$ cat config.mk
export PLATFORM = sky130hd
export DESIGN_NAME = sha256_round_ctrl
export DESIGN_NICKNAME = d
export VERILOG_FILES = /design/src/rtl/sha256_pkg.sv /design/src/rtl/sha256_round_ctrl.sv
export SDC_FILE = /design/constraint.sdc
export NUM_CORES = 1
export LEC_CHECK = 0
export BUFFER_PORTS_ARGS = -buffer_cell sky130_fd_sc_hd__clkbuf_2
export CORE_UTILIZATION = 50
export CTS_CLUSTER_SIZE = 14
export DETAILED_ROUTE_END_ITERATION = 6
export GPL_TIMING_DRIVEN = 0
export HOLD_SLACK_MARGIN = 0.1
export PLACE_DENSITY = 0.82
export SYNTH_ARGS = -nofsm -noshare
export SYNTH_HDL_FRONTEND = slang
export SYNTH_SLANG_ARGS = --single-unit
$ cat constraint.sdc
create_clock -name clk -period 4.9 [get_ports clk]
set_clock_uncertainty 0.1 [all_clocks]
set_input_delay 0.245 -clock clk [delete_from_list [all_inputs] [get_ports clk]]
set_output_delay 0.245 -clock clk [all_outputs]
set_load 0.03 [all_outputs]
$ cat src/rtl/sha256_pkg.sv
`default_nettype none
// ============================================================================
//  Module   : sha256_pkg
//  Purpose  : Shared types and constants for the SHA-256 compression
//             sequencing logic (round count, message-word count, index
//             width and the controller state encoding).
//  Revision : 1.0 - initial release
// ============================================================================
package sha256_pkg;

   localparam int SHA256_ROUNDS    = 64;
   localparam int SHA256_MSG_WORDS = 16;
   localparam int SHA256_IDX_W     = 7;

   typedef enum logic [2:0] {
      ST_IDLE   = 3'd0,
      ST_INIT   = 3'd1,
      ST_ROUND  = 3'd2,
      ST_UPDATE = 3'd3,
      ST_OUT    = 3'd4
   } ctrl_state_e;

endpackage : sha256_pkg
`default_nettype wire

$ cat src/rtl/sha256_round_ctrl.sv
`default_nettype none
// ============================================================================
//  Module   : sha256_round_ctrl
//  Purpose  : Sequencer for the SHA-256 compression datapath. Accepts one
//             512-bit block per handshake, steps the round index 0..ROUNDS-1
//             and issues the IV/message/state load, round and hash-update
//             strobes, then presents the digest through a valid/ready pair.
//             Holds no data; all block/hash storage lives in the datapath.
//
//  Ports    : clk          - clock, rising-edge
//             rst          - synchronous active-high reset
//             blk_valid    - block presented on the datapath input
//             blk_first    - presented block starts a message
//             blk_last     - presented block ends a message
//             blk_ready    - controller can accept a block (IDLE)
//             abort        - synchronous abandon of the current message
//             k_idx        - round-constant ROM index (0 outside ROUND)
//             iv_load      - load IV into H0..H7
//             msg_load     - latch input block into the W schedule
//             state_load   - copy H0..H7 into a..h
//             round_en     - execute one round this cycle
//             w_sel_msg    - W_t from message (1) or expansion (0)
//             h_update     - H_i <= H_i + working variable
//             digest_valid - H0..H7 hold a final digest
//             digest_ready - consumer accepts the digest
//             busy         - controller not idle
//  Revision : 1.0 - initial release
// ============================================================================
module sha256_round_ctrl
   import sha256_pkg::*;
#(
   parameter int ROUNDS    = SHA256_ROUNDS,
   parameter int MSG_WORDS = SHA256_MSG_WORDS
) (
   input  logic                    clk,
   input  logic                    rst,
   input  logic                    blk_valid,
   input  logic                    blk_first,
   input  logic                    blk_last,
   output logic                    blk_ready,
   input  logic                    abort,
   output logic [SHA256_IDX_W-1:0] k_idx,
   output logic                    iv_load,
   output logic                    msg_load,
   output logic                    state_load,
   output logic                    round_en,
   output logic                    w_sel_msg,
   output logic                    h_update,
   output logic                    digest_valid,
   input  logic                    digest_ready,
   output logic                    busy
);

   localparam logic [SHA256_IDX_W-1:0] LAST_ROUND = SHA256_IDX_W'(ROUNDS - 1);
   localparam logic [SHA256_IDX_W-1:0] MSG_LIMIT  = SHA256_IDX_W'(MSG_WORDS);

   ctrl_state_e             state_q, state_d;
   logic [SHA256_IDX_W-1:0] t_q, t_d;
   logic                    msg_active_q, msg_active_d;
   logic                    last_q, last_d;
   logic                    accept;

   // ------------------------------------------------------------------------
   // State register
   // ------------------------------------------------------------------------
   always_ff @(posedge clk) begin
      if (rst) begin
         state_q      <= ST_IDLE;
         t_q          <= '0;
         msg_active_q <= 1'b0;
         last_q       <= 1'b0;
      end else begin
         state_q      <= state_d;
         t_q          <= t_d;
         msg_active_q <= msg_active_d;
         last_q       <= last_d;
      end
   end

   // A block is only taken when nothing overrides it this cycle; abort and
   // reset both suppress the load strobes so the datapath is left untouched.
   assign accept = (state_q == ST_IDLE) && blk_valid && !abort && !rst;

   // ------------------------------------------------------------------------
   // Next-state and output decode
   // ------------------------------------------------------------------------
   always_comb begin
      state_d      = state_q;
      t_d          = t_q;
      msg_active_d = msg_active_q;
      last_d       = last_q;

      blk_ready    = 1'b0;
      k_idx        = '0;
      iv_load      = 1'b0;
      msg_load     = 1'b0;
      state_load   = 1'b0;
      round_en     = 1'b0;
      w_sel_msg    = 1'b0;
      h_update     = 1'b0;
      digest_valid = 1'b0;
      busy         = (state_q != ST_IDLE);

      case (state_q)
         ST_IDLE: begin
            blk_ready = 1'b1;
            if (accept) begin
               msg_load     = 1'b1;
               // A first block restarts the message; a stray non-first block
               // with no message in flight is treated as first.
               iv_load      = blk_first || !msg_active_q;
               last_d       = blk_last;
               msg_active_d = 1'b1;
               t_d          = '0;
               state_d      = ST_INIT;
            end
         end

         ST_INIT: begin
            state_load = 1'b1;
            state_d    = ST_ROUND;
         end

         ST_ROUND: begin
            round_en  = 1'b1;
            k_idx     = t_q;
            w_sel_msg = (t_q < MSG_LIMIT);
            if (t_q == LAST_ROUND) begin
               t_d     = '0;
               state_d = ST_UPDATE;
            end else begin
               t_d = t_q + 1'b1;
            end
         end

         ST_UPDATE: begin
            h_update = 1'b1;
            if (last_q) begin
               msg_active_d = 1'b0;
               state_d      = ST_OUT;
            end else begin
               state_d = ST_IDLE;
            end
         end

         ST_OUT: begin
            digest_valid = 1'b1;
            if (digest_ready) begin
               state_d = ST_IDLE;
            end
         end

         default: begin
            state_d = ST_IDLE;
         end
      endcase

      // Abort wins over everything, including a same-cycle accept.
      if (abort) begin
         state_d      = ST_IDLE;
         t_d          = '0;
         msg_active_d = 1'b0;
         last_d       = 1'b0;
      end
   end

endmodule : sha256_round_ctrl
`default_nettype wire

==> results.toml, run 1 <==
[timing]
finalCritPeriodShare = 0.422
slew-limit-headroom = 0.569
setup_viol = 0
rsz0062_at_grt = "no"
final_hold_viol_count = 0
slew_violations = 0
fin_tns_setup_ns = 0
fmax_mhz = 484
fin_crit_ns = 2.07
worst_pin_slew_ns = 0.640
hold_ws_ns = 0.123

[layout]
num-fill-cells = 94
fin_cells = 123
fin_area_sq_um = 837
drive_above_1_share = 0.294
syn_to_final_growth_pct = 26.2
layout.nets = 118
n_antenna_cell = 0

[synthesis]
synthCells = 82
netlist_area_sq_um = 663
yosysWarningCount = 0
async_reset_ff_frac = 0
syn_nets = 90
ys_ff_latch = 12
synth_edf_count = 0
yosysMostFrequentCell = "dfxtp_1"
yosysTopAreaCellShare = 0.362
yosysTopAreaCell = "dfxtp_1"
synthFlopType = "dfxtp_1"
synth_area_leaders = "dfxtp_1 (36%), and2_1 (7.5%), nand3_1 (4.5%), nor2_1 (4.5%), nor3b_1 (3.4%)"
netlist-cell-type-count = 34
seq_area_frac_synth = 0.362
synth.avg_cell_area_sq_um = 8.09
synth.cells.most_frequent = "dfxtp_1 (12), and2_1 (8), nor2_1 (8), nand3_1 (6), nand2_1 (5)"

[worst_setup_path]
cp.arrival_ns = 1.72
crit_family = "buffers and inverters"
cp_max_fo = 10
slowest_delay_ns = 0.34
worst_r2r_startpoint = "state_q[1]$_SDFFE_PP0P_"
crit_chain = "buf_4 > or3b_1 > buf_2 > inv_2 > and2_1 > clkbuf_2"
startpoint_type = "flip-flop"
path_buf_inv = 4
critPathLaunch = "state_q[1]$_SDFFE_PP0P_"
crit_slowest_cell = "or3b_1"
required_ns = 4.55
crit_type = "reg -> out"
end_kind = "primary output"

[worst_hold_path]
holdCritStartpoint = "digest_ready"
hp-class = "in -> reg"

[clocking]
h-tree-depth = 1
tritoncts = "built"
worstSkewPairLatency_ns = 0.27
cts.sinks = 12
ctsResizeCount = 0
cts-buffers-inserted = 3
clkTransAtPathRegs_ns = 0.08
root_buffer = "clkbuf_4"
cts_buffer_depth = 2

[pwr]
pwr-share-clk = 0.392
totalPowerFinal_mw = 0.203
pwr-share-comb = 0.117
power_switching_mw = 0.0498
powerDensity_nw_per_um2 = 242
switching_share = 0.246
p_int_mw = 0.153
ir_drop_v = 0.000214
p_leak_nw = 0.391
p_seq_frac = 0.491

[drt]
via_per_inst = 5.38
vias = 662
post-route-drc-count = 0
routedWlPerCell_um = 11.7
dr.pass1.iters = 4
first_iter_violations = 20
routed_wl_um = 1440
postRouteAntennaNets = 0

[flow_run]
maxCapViolCount = 0

[floorplan]
rows = 12
die_area_sq_um = 1480
initial_core_util = 0.566
coreArea_sq_um = 1170
boundaryPins = 23
die_y_um = 38.4
die_w_um = 38.4

[status]
outcome = "complete, no violations"

[placed_design]
dp_hpwl_um = 1000
dpl_cell_area_sq_um = 791
gp_congestion = 0.805
place_inst = 118
io_buffers = 22

[grt]
grt_pass1_wl_um = 2200
antenna_found_initial = 0
grt_overflow = 0
grt_max_degree = 11
track_usage = 0.220
first_global_vias = 485
-- worst register-to-register path, delay by kind of cell, from the launching register on --
kind	cells	cell delay [ns]
AOI/OAI and AO/OA	2	0.40
buffers and inverters	2	0.32
DFF	1	0.33
and+or+nand+nor	2	0.45
-- stage by stage --
stage / setup WS, ns / util
after global routing: 2.73 / 0.715
after detailed placement: 3.14 / 0.675
final: 2.83 / 0.715
after CTS: 2.84 / 0.715
after floorplan: 2.73 / -
after global placement: 3.18 / 0.675
-- power groups by stage --
stage | sequential, mW | clock (mW) | combinational (mW)
floorplan | 0.102 | 0 | 0.0159
global placement | 0.102 | 0 | 0.0226
detailed placement | 0.102 | 0 | 0.0228
CTS | 0.0995 | 0.0807 | 0.0236
global route | 0.0998 | 0.0864 | 0.0256
finish | 0.0995 | 0.0796 | 0.0237
-- worst paths after layout --
path | end | slack, ns | depth (start not counted)
setup / recovery | k_idx[5] | 2.83 | 6
hold / removal | state_q[2]$_SDFFE_PP0P_ | 0.12 | 3
setup reg to reg | t_q[5]$_SDFFE_PP0P_ | 3.23 | 6
hold reg to reg | msg_active_q$_SDFFE_PP0P_ | 0.36 | 2
-- cells by family (layout without fill, tap and decap cells) --
logic type               count (synthesis)  count (layout)  share of synthesized area
AND/OR/NAND/NOR                         45              45                      0.381
AO/OA/AOI/OAI                           13              13                      0.130
XOR/XNOR                                 1               1                     0.0132
adder cells (fa/ha/maj)                  1               1                     0.0189
buffers and inverters                    8              35                     0.0641
multiplexers                             2               2                     0.0302
flip-flops                              12              12                      0.362
-- what timing repair did --
item | CTS | global route
hold endpoints to repair | 1 | 0
endpoints found under the setup margin | 0 | 0
buffers inserted | 0 | 0
hold buffers | 1 | 0
-- registers in the layout, summed over array words and instances, names as in the netlist --
register	flops
state_q	3
last_q	1
t_q	7
msg_active_q	1
-- cell usage in the layout (no fill, tap or decap), drive strengths merged, types with 3 or more instances in the layout --
master and n:
a31oi 4, dfxtp 12, nand3 6, nand2 5, nor3b 3, a21oi 3
buf 3, and2 8, inv 4, or3 3, clkbuf 27, nor2 8
-- routing by layer --
layer,part of all wire,GRT usage,routed length [um],vias up
li1,-,-,-,347
met1,0.50,0.297,717,287
met2,0.43,0.339,628,24
met3,0.051,0.0349,74,4
met4,0.016,0.103,23,0
met5,0,0,0,-
-- final cells by class --
type / count / area [sq um] / share of cell area
Inverter: 4 / 15.0 / 0.0179
Buffer: 4 / 27.5 / 0.0329
Timing Repair Buffer: 23 / 120 / 0.143
Tap cell: 14 / 17.5 / 0.0209
Sequential cell: 12 / 240 / 0.287
Multi-Input combinational cell: 62 / 380 / 0.454
Clock buffer: 4 / 36.3 / 0.0433
(Power assumes the default switching activity.)
==> inputs of run 2 (changes only) <==
--- a/config.mk
+++ b/config.mk
@@ -5,13 +5,14 @@
 export SDC_FILE = /design/constraint.sdc
 export NUM_CORES = 1
 export LEC_CHECK = 0
+export ABC_AREA = 1
 export BUFFER_PORTS_ARGS = -buffer_cell sky130_fd_sc_hd__clkbuf_2
-export CORE_UTILIZATION = 50
+export CORE_UTILIZATION = 43
 export CTS_CLUSTER_SIZE = 14
 export DETAILED_ROUTE_END_ITERATION = 6
 export GPL_TIMING_DRIVEN = 0
 export HOLD_SLACK_MARGIN = 0.1
-export PLACE_DENSITY = 0.82
+export PLACE_DENSITY = 0.75
 export SYNTH_ARGS = -nofsm -noshare
 export SYNTH_HDL_FRONTEND = slang
 export SYNTH_SLANG_ARGS = --single-unit
==> constraint.sdc (replaced) <==
create_clock -name clk -period 1.8 [get_ports clk]
set_clock_uncertainty 0.1 [all_clocks]
set_input_delay 0.09 -clock clk [delete_from_list [all_inputs] [get_ports clk]]
set_output_delay 0.09 -clock clk [all_outputs]
set_load 0.03 [all_outputs]
==> run 2 against run 1 <==
Net effect:
- sequential power grew to 2.7 times the previous value
- combinational power grew 130%
- routed wire length grew 6.6%
- setup slack lost 2.7 ns
- critical endpoint is now w_sel_msg
==> results.toml, run 2 <==
[status]
outcome = "complete, no violations"

[synthesis]
synth.cells.most_frequent = "inv_1 (18), nand2_1 (17), nor2_1 (13), dfxtp_1 (12), nand3_1 (12)"
yosysTopAreaCellShare = 0.348
ys_ff_latch = 12
syn_nets = 115
netlist_area_sq_um = 689
netlist-cell-type-count = 19
yosysMostFrequentCell = "inv_1"
synth_edf_count = 0
synthFlopType = "dfxtp_1"
seq_area_frac_synth = 0.348
synth.avg_cell_area_sq_um = 6.44
yosysWarningCount = 0
synthCells = 107
synth_area_leaders = "dfxtp_1 (35%), inv_1 (9.8%), nand2_1 (9.3%), nand3_1 (8.7%), nor2_1 (7.1%)"
async_reset_ff_frac = 0
yosysTopAreaCell = "dfxtp_1"

[timing]
setup_viol = 0
fin_tns_setup_ns = 0
fmax_mhz = 618
final_hold_viol_count = 0
rsz0062_at_grt = "no"
slew_violations = 0
fin_crit_ns = 1.62
worst_pin_slew_ns = 0.245
slew-limit-headroom = 0.836
finalCritPeriodShare = 0.899

[worst_setup_path]
cp_max_fo = 10
startpoint_type = "flip-flop"
end_kind = "primary output"
crit_type = "reg -> out"
cp.arrival_ns = 1.43
required_ns = 1.61

[placed_design]
dpl_cell_area_sq_um = 826
gp_congestion = 0.843
io_buffers = 22
place_inst = 145
dp_hpwl_um = 1130

[clocking]
clkTransAtPathRegs_ns = 0.07
root_buffer = "clkbuf_4"
tritoncts = "built"
ctsResizeCount = 0
cts.sinks = 12
h-tree-depth = 1
cts_buffer_depth = 2
post-cts-setup-buffers = 0
worstSkewPairLatency_ns = 0.27
holdBufCountCts = 4
cts-buffers-inserted = 3

[grt]
grt_overflow = 0
antenna_found_initial = 0
grt_max_degree = 11
first_global_vias = 691
track_usage = 0.201
grt_pass1_wl_um = 2750

[layout]
mostFrequentLayoutCell = "clkbuf_2"
drive_above_1_share = 0.292
multiInputGateArea_sq_um = 360
layout.nets = 146
largestRegisters = "t_q: 7 flops, state_q: 3 flops"
syn_to_final_growth_pct = 30.9
final_cell_mix = "clkbuf_2 (22), inv_1 (18), nand2_1 (17)"
num-fill-cells = 154
n_antenna_cell = 0
largest-register = "t_q"
seq_area_sq_um = 240
fin_area_sq_um = 902
fin_cells = 153
largest_reg_flops = 7

[floorplan]
rows = 14
die_y_um = 42.0
die_w_um = 42.0
initial_core_util = 0.458
boundaryPins = 23
coreArea_sq_um = 1510
die_area_sq_um = 1770

[pwr]
powerDensity_nw_per_um2 = 588
ir_drop_v = 0.000524
p_leak_nw = 0.404

[drt]
routedWlPerCell_um = 10.1
first_iter_violations = 14
dr.pass1.iters = 4
routed_wl_um = 1540
via_per_inst = 5.01
post-route-drc-count = 0
postRouteAntennaNets = 0
vias = 767

[flow_run]
maxCapViolCount = 0

[worst_hold_path]
hp-class = "in -> reg"
## run 2: final timing paths
| path | cells after the start | slack, ns | endpoint | start |
|---|---|---|---|---|
| setup reg to reg | 8 | 0.37 | t_q[2]$_SDFFE_PP0P_ | t_q[0]$_SDFFE_PP0P_ |
| setup / recovery | 5 | 0.18 | w_sel_msg | state_q[0]$_SDFFE_PP0P_ |
| hold reg to reg | 2 | 0.36 | last_q$_SDFFE_PP0P_ | last_q$_SDFFE_PP0P_ |
| hold / removal | 4 | 0.11 | t_q[0]$_SDFFE_PP0P_ | rst |
## run 2: cells by family (layout without fill, tap and decap cells)
family | after synthesis | in the layout | share of synthesized area
fa+ha+maj | 1 | 1 | 0.0181
buf+inv | 23 | 53 | 0.138
simple gates | 56 | 56 | 0.379
compound gates | 15 | 15 | 0.116
flops | 12 | 12 | 0.348
## run 2: per-stage QoR
step / utilization / power [mW] / hold WS (ns) / setup WS [ns]
5_1_grt: 0.599 / 0.561 / 0.116 / 0.0206
2_1_floorplan: - / 0.307 / 0.135 / 0.158
3_5_place_dp: 0.548 / 0.323 / 0.230 / 0.399
6_report: 0.599 / 0.531 / 0.108 / 0.181
3_3_place_gp: 0.548 / 0.322 / 0.222 / 0.430
4_1_cts: 0.599 / 0.538 / 0.102 / 0.161
## run 2: report_power, final
| group | total [mW] | internal [mW] | leakage, nW | switching, mW |
|---|---|---|---|---|
| registers | 0.270 | 0.268 | 0.0969 | 0.00176 |
| clock network | 0.207 | 0.123 | 0.0210 | 0.0843 |
| logic | 0.0540 | 0.0211 | 0.286 | 0.0328 |
| total | 0.531 | 0.412 | 0.404 | 0.119 |
## run 2: critical path, cell delays in order, from the launching register on
cell and delay (ns):
dfxtp_1 0.34, nor2_2 0.14, nand2_2 0.12, buf_4 0.20, nor4_2 0.12, clkbuf_2 0.24
## run 2: per-layer routing
metal,up-vias,routed length (um),GRT usage
met5,-,0,0
met4,0,14,0.113
met3,2,69,0.0302
met2,23,760,0.338
met1,339,694,0.245
li1,403,-,-
## run 2: layout make-up
class	count	share of cell area
Tap cell	16	0.0222
Buffer	2	0.0166
Sequential cell	12	0.266
Multi-Input combinational cell	72	0.399
Timing Repair Buffer	26	0.166
Inverter	21	0.0888
Clock buffer	4	0.0402
==> inputs of run 3 (changes only) <==
--- a/config.mk
+++ b/config.mk
@@ -5,14 +5,13 @@
 export SDC_FILE = /design/constraint.sdc
 export NUM_CORES = 1
 export LEC_CHECK = 0
-export ABC_AREA = 1
 export BUFFER_PORTS_ARGS = -buffer_cell sky130_fd_sc_hd__clkbuf_2
-export CORE_UTILIZATION = 43
+export CORE_UTILIZATION = 42
 export CTS_CLUSTER_SIZE = 14
 export DETAILED_ROUTE_END_ITERATION = 6
 export GPL_TIMING_DRIVEN = 0
 export HOLD_SLACK_MARGIN = 0.1
-export PLACE_DENSITY = 0.75
+export PLACE_DENSITY = 0.74
 export SYNTH_ARGS = -nofsm -noshare
 export SYNTH_HDL_FRONTEND = slang
 export SYNTH_SLANG_ARGS = --single-unit
==> run 3 against run 2 <==
Net effect:
- first-iteration DRC count increased by 7.1%
- final cell count decreased by 16%
- sequential cell count did not move
- power grew 4.9%
- die area fell by 1.4%
- largest power group unchanged
- critical endpoint is now k_idx[0]
==> results.toml, run 3 (synthesized netlist as in run 1, its figures left out) <==
[status]
outcome = "complete, no violations"

[grt]
track_usage = 0.204
grt_overflow = 0
grt_pass1_wl_um = 2730
grt_max_degree = 11
first_global_vias = 621
antenna_found_initial = 0

[worst_setup_path]
path_buf_inv = 3
end_kind = "primary output"
crit_slowest_cell = "or3b_4"
crit_type = "reg -> out"
crit_chain = "buf_6 > or3b_4 > clkinv_2 > and2_4 > clkbuf_8"
slowest_delay_ns = 0.45
cp.arrival_ns = 1.56
required_ns = 1.61
cp_max_fo = 9
crit_family = "simple AND/OR/NAND/NOR gates"
startpoint_type = "flip-flop"

[timing]
fin_tns_setup_ns = 0
rsz0062_at_grt = "yes"
setup_viol = 0
slew-limit-headroom = 0.677
fin_crit_ns = 1.75
finalCritPeriodShare = 0.974
slew_violations = 0
final_hold_viol_count = 0
fmax_mhz = 571
worst_pin_slew_ns = 0.482

[drt]
dr.pass1.iters = 4
routedWlPerCell_um = 12.5
vias = 698
postRouteAntennaNets = 0
wl_met3_um = 88
post-route-drc-count = 0
wl_met1_um = 728
top_layer_used = "met4"
routed_wl_um = 1620
wl_met2_um = 773
via_per_inst = 5.41
first_iter_violations = 15

[worst_hold_path]
hp-class = "reg -> reg"

[placed_design]
io_buffers = 22
gp_congestion = 0.774
dp_hpwl_um = 1080

[layout]
layout.nets = 123
largest-register = "t_q"
largest_reg_flops = 7
mostFrequentLayoutCell = "clkbuf_2"
fin_util = 0.706
n_antenna_cell = 0
drive_above_1_share = 0.325
syn_to_final_growth_pct = 47.2
final_cell_mix = "clkbuf_2 (14), dfxtp_1 (11), nor2_1 (8), clkbuf_8 (8)"
num-fill-cells = 110
largestRegisters = "t_q: 7 flops, state_q: 3 flops"

[floorplan]
die_w_um = 41.7
boundaryPins = 23
die_y_um = 41.7
coreArea_sq_um = 1380
die_area_sq_um = 1740
rows = 13
initial_core_util = 0.480

[clocking]
cts-buffers-inserted = 3
post-cts-setup-buffers = 0
tritoncts = "built"
worstSkewPairLatency_ns = 0.27
cts_buffer_depth = 2
root_buffer = "clkbuf_4"
h-tree-depth = 1
clkTransAtPathRegs_ns = 0.07
cts.sinks = 12

[pwr]
powerDensity_nw_per_um2 = 571
p_leak_nw = 0.441
ir_drop_v = 0.000585

[flow_run]
maxCapViolCount = 0
run 3: changes by cell type in the layout (fill, tap and decap cells not counted), moves of 3 or more:
cell      change
a21oi_1       -6
inv_1        -15
nand2_2       -4
clkbuf_2      -8
nand3_1       -6
a31oi_1       +3
and2_1        +6
nand2_1      -12
clkbuf_8      +7
o21ai_0       -3
nor2_2        -3
or3_1         +3
nor3b_1       +3
nor2_1        -5
run 3: cell type report:
cell class / instances / area [sq um] / area share
Timing Repair inverter: 1 / 5.00 / 0.00513
Sequential cell: 12 / 241 / 0.247
Multi-Input combinational cell: 62 / 394 / 0.404
Timing Repair Buffer: 28 / 234 / 0.240
Buffer: 3 / 26.3 / 0.0269
Clock buffer: 4 / 36.3 / 0.0372
Tap cell: 15 / 18.8 / 0.0192
Inverter: 4 / 20.0 / 0.0205
run 3: repair_timing:
item                                    4_1_cts  5_1_grt
gates cloned                                  0        1
hold buffers                                  6        0
gates resized for setup                      19        7
endpoints found under the setup margin        8       10
hold endpoints to repair                      4        0
pin swaps                                     0        1
run 3: stage by stage:
| step | setup slack [ns] | hold WS (ns) | std cells | power [mW] | area, sq um |
|---|---|---|---|---|---|
| after floorplan | 0.0758 | 0.134 | 82 | 0.320 | 669 |
| after CTS | -0.00310 | 0.371 | 129 | 0.564 | 971 |
| final | 0.0474 | 0.368 | 129 | 0.557 | 976 |
| after global placement | 0.178 | 0.231 | 119 | 0.339 | 798 |
| after detailed placement | 0.145 | 0.243 | 119 | 0.340 | 798 |
| after global routing | -0.0114 | 0.389 | 129 | 0.588 | 976 |
run 3: where the power goes:
| group | switching, mW | internal (mW) |
|---|---|---|
| clock | 0.0871 | 0.123 |
| sequential | 0.00198 | 0.269 |
| combinational | 0.0429 | 0.0329 |
run 3: worst min-delay path: stages (launching register included):
cell     delay [ns]
dfxtp_1        0.32
nand3_1        0.06
nand2_1        0.05
run 3: per-layer routing:
metal / up-vias / GRT usage
met2: 21 / 0.344
met4: 0 / 0.0387
li1: 358 / -
met5: - / 0
met1: 313 / 0.246
met3: 6 / 0.0783
run 3: path summary, 6_finish.rpt:
path | start | endpoint | slack [ns] | depth (start not counted)
worst max-delay path | state_q[1]$_SDFFE_PP0P_ | k_idx[0] | 0.05 | 5
worst min-delay path | msg_active_q$_SDFFE_PP0P_ | msg_active_q$_SDFFE_PP0P_ | 0.37 | 2
worst max register to register | state_q[1]$_SDFFE_PP0P_ | t_q[5]$_SDFFE_PP0P_ | 0.15 | 5
worst min register to register | msg_active_q$_SDFFE_PP0P_ | msg_active_q$_SDFFE_PP0P_ | 0.37 | 2
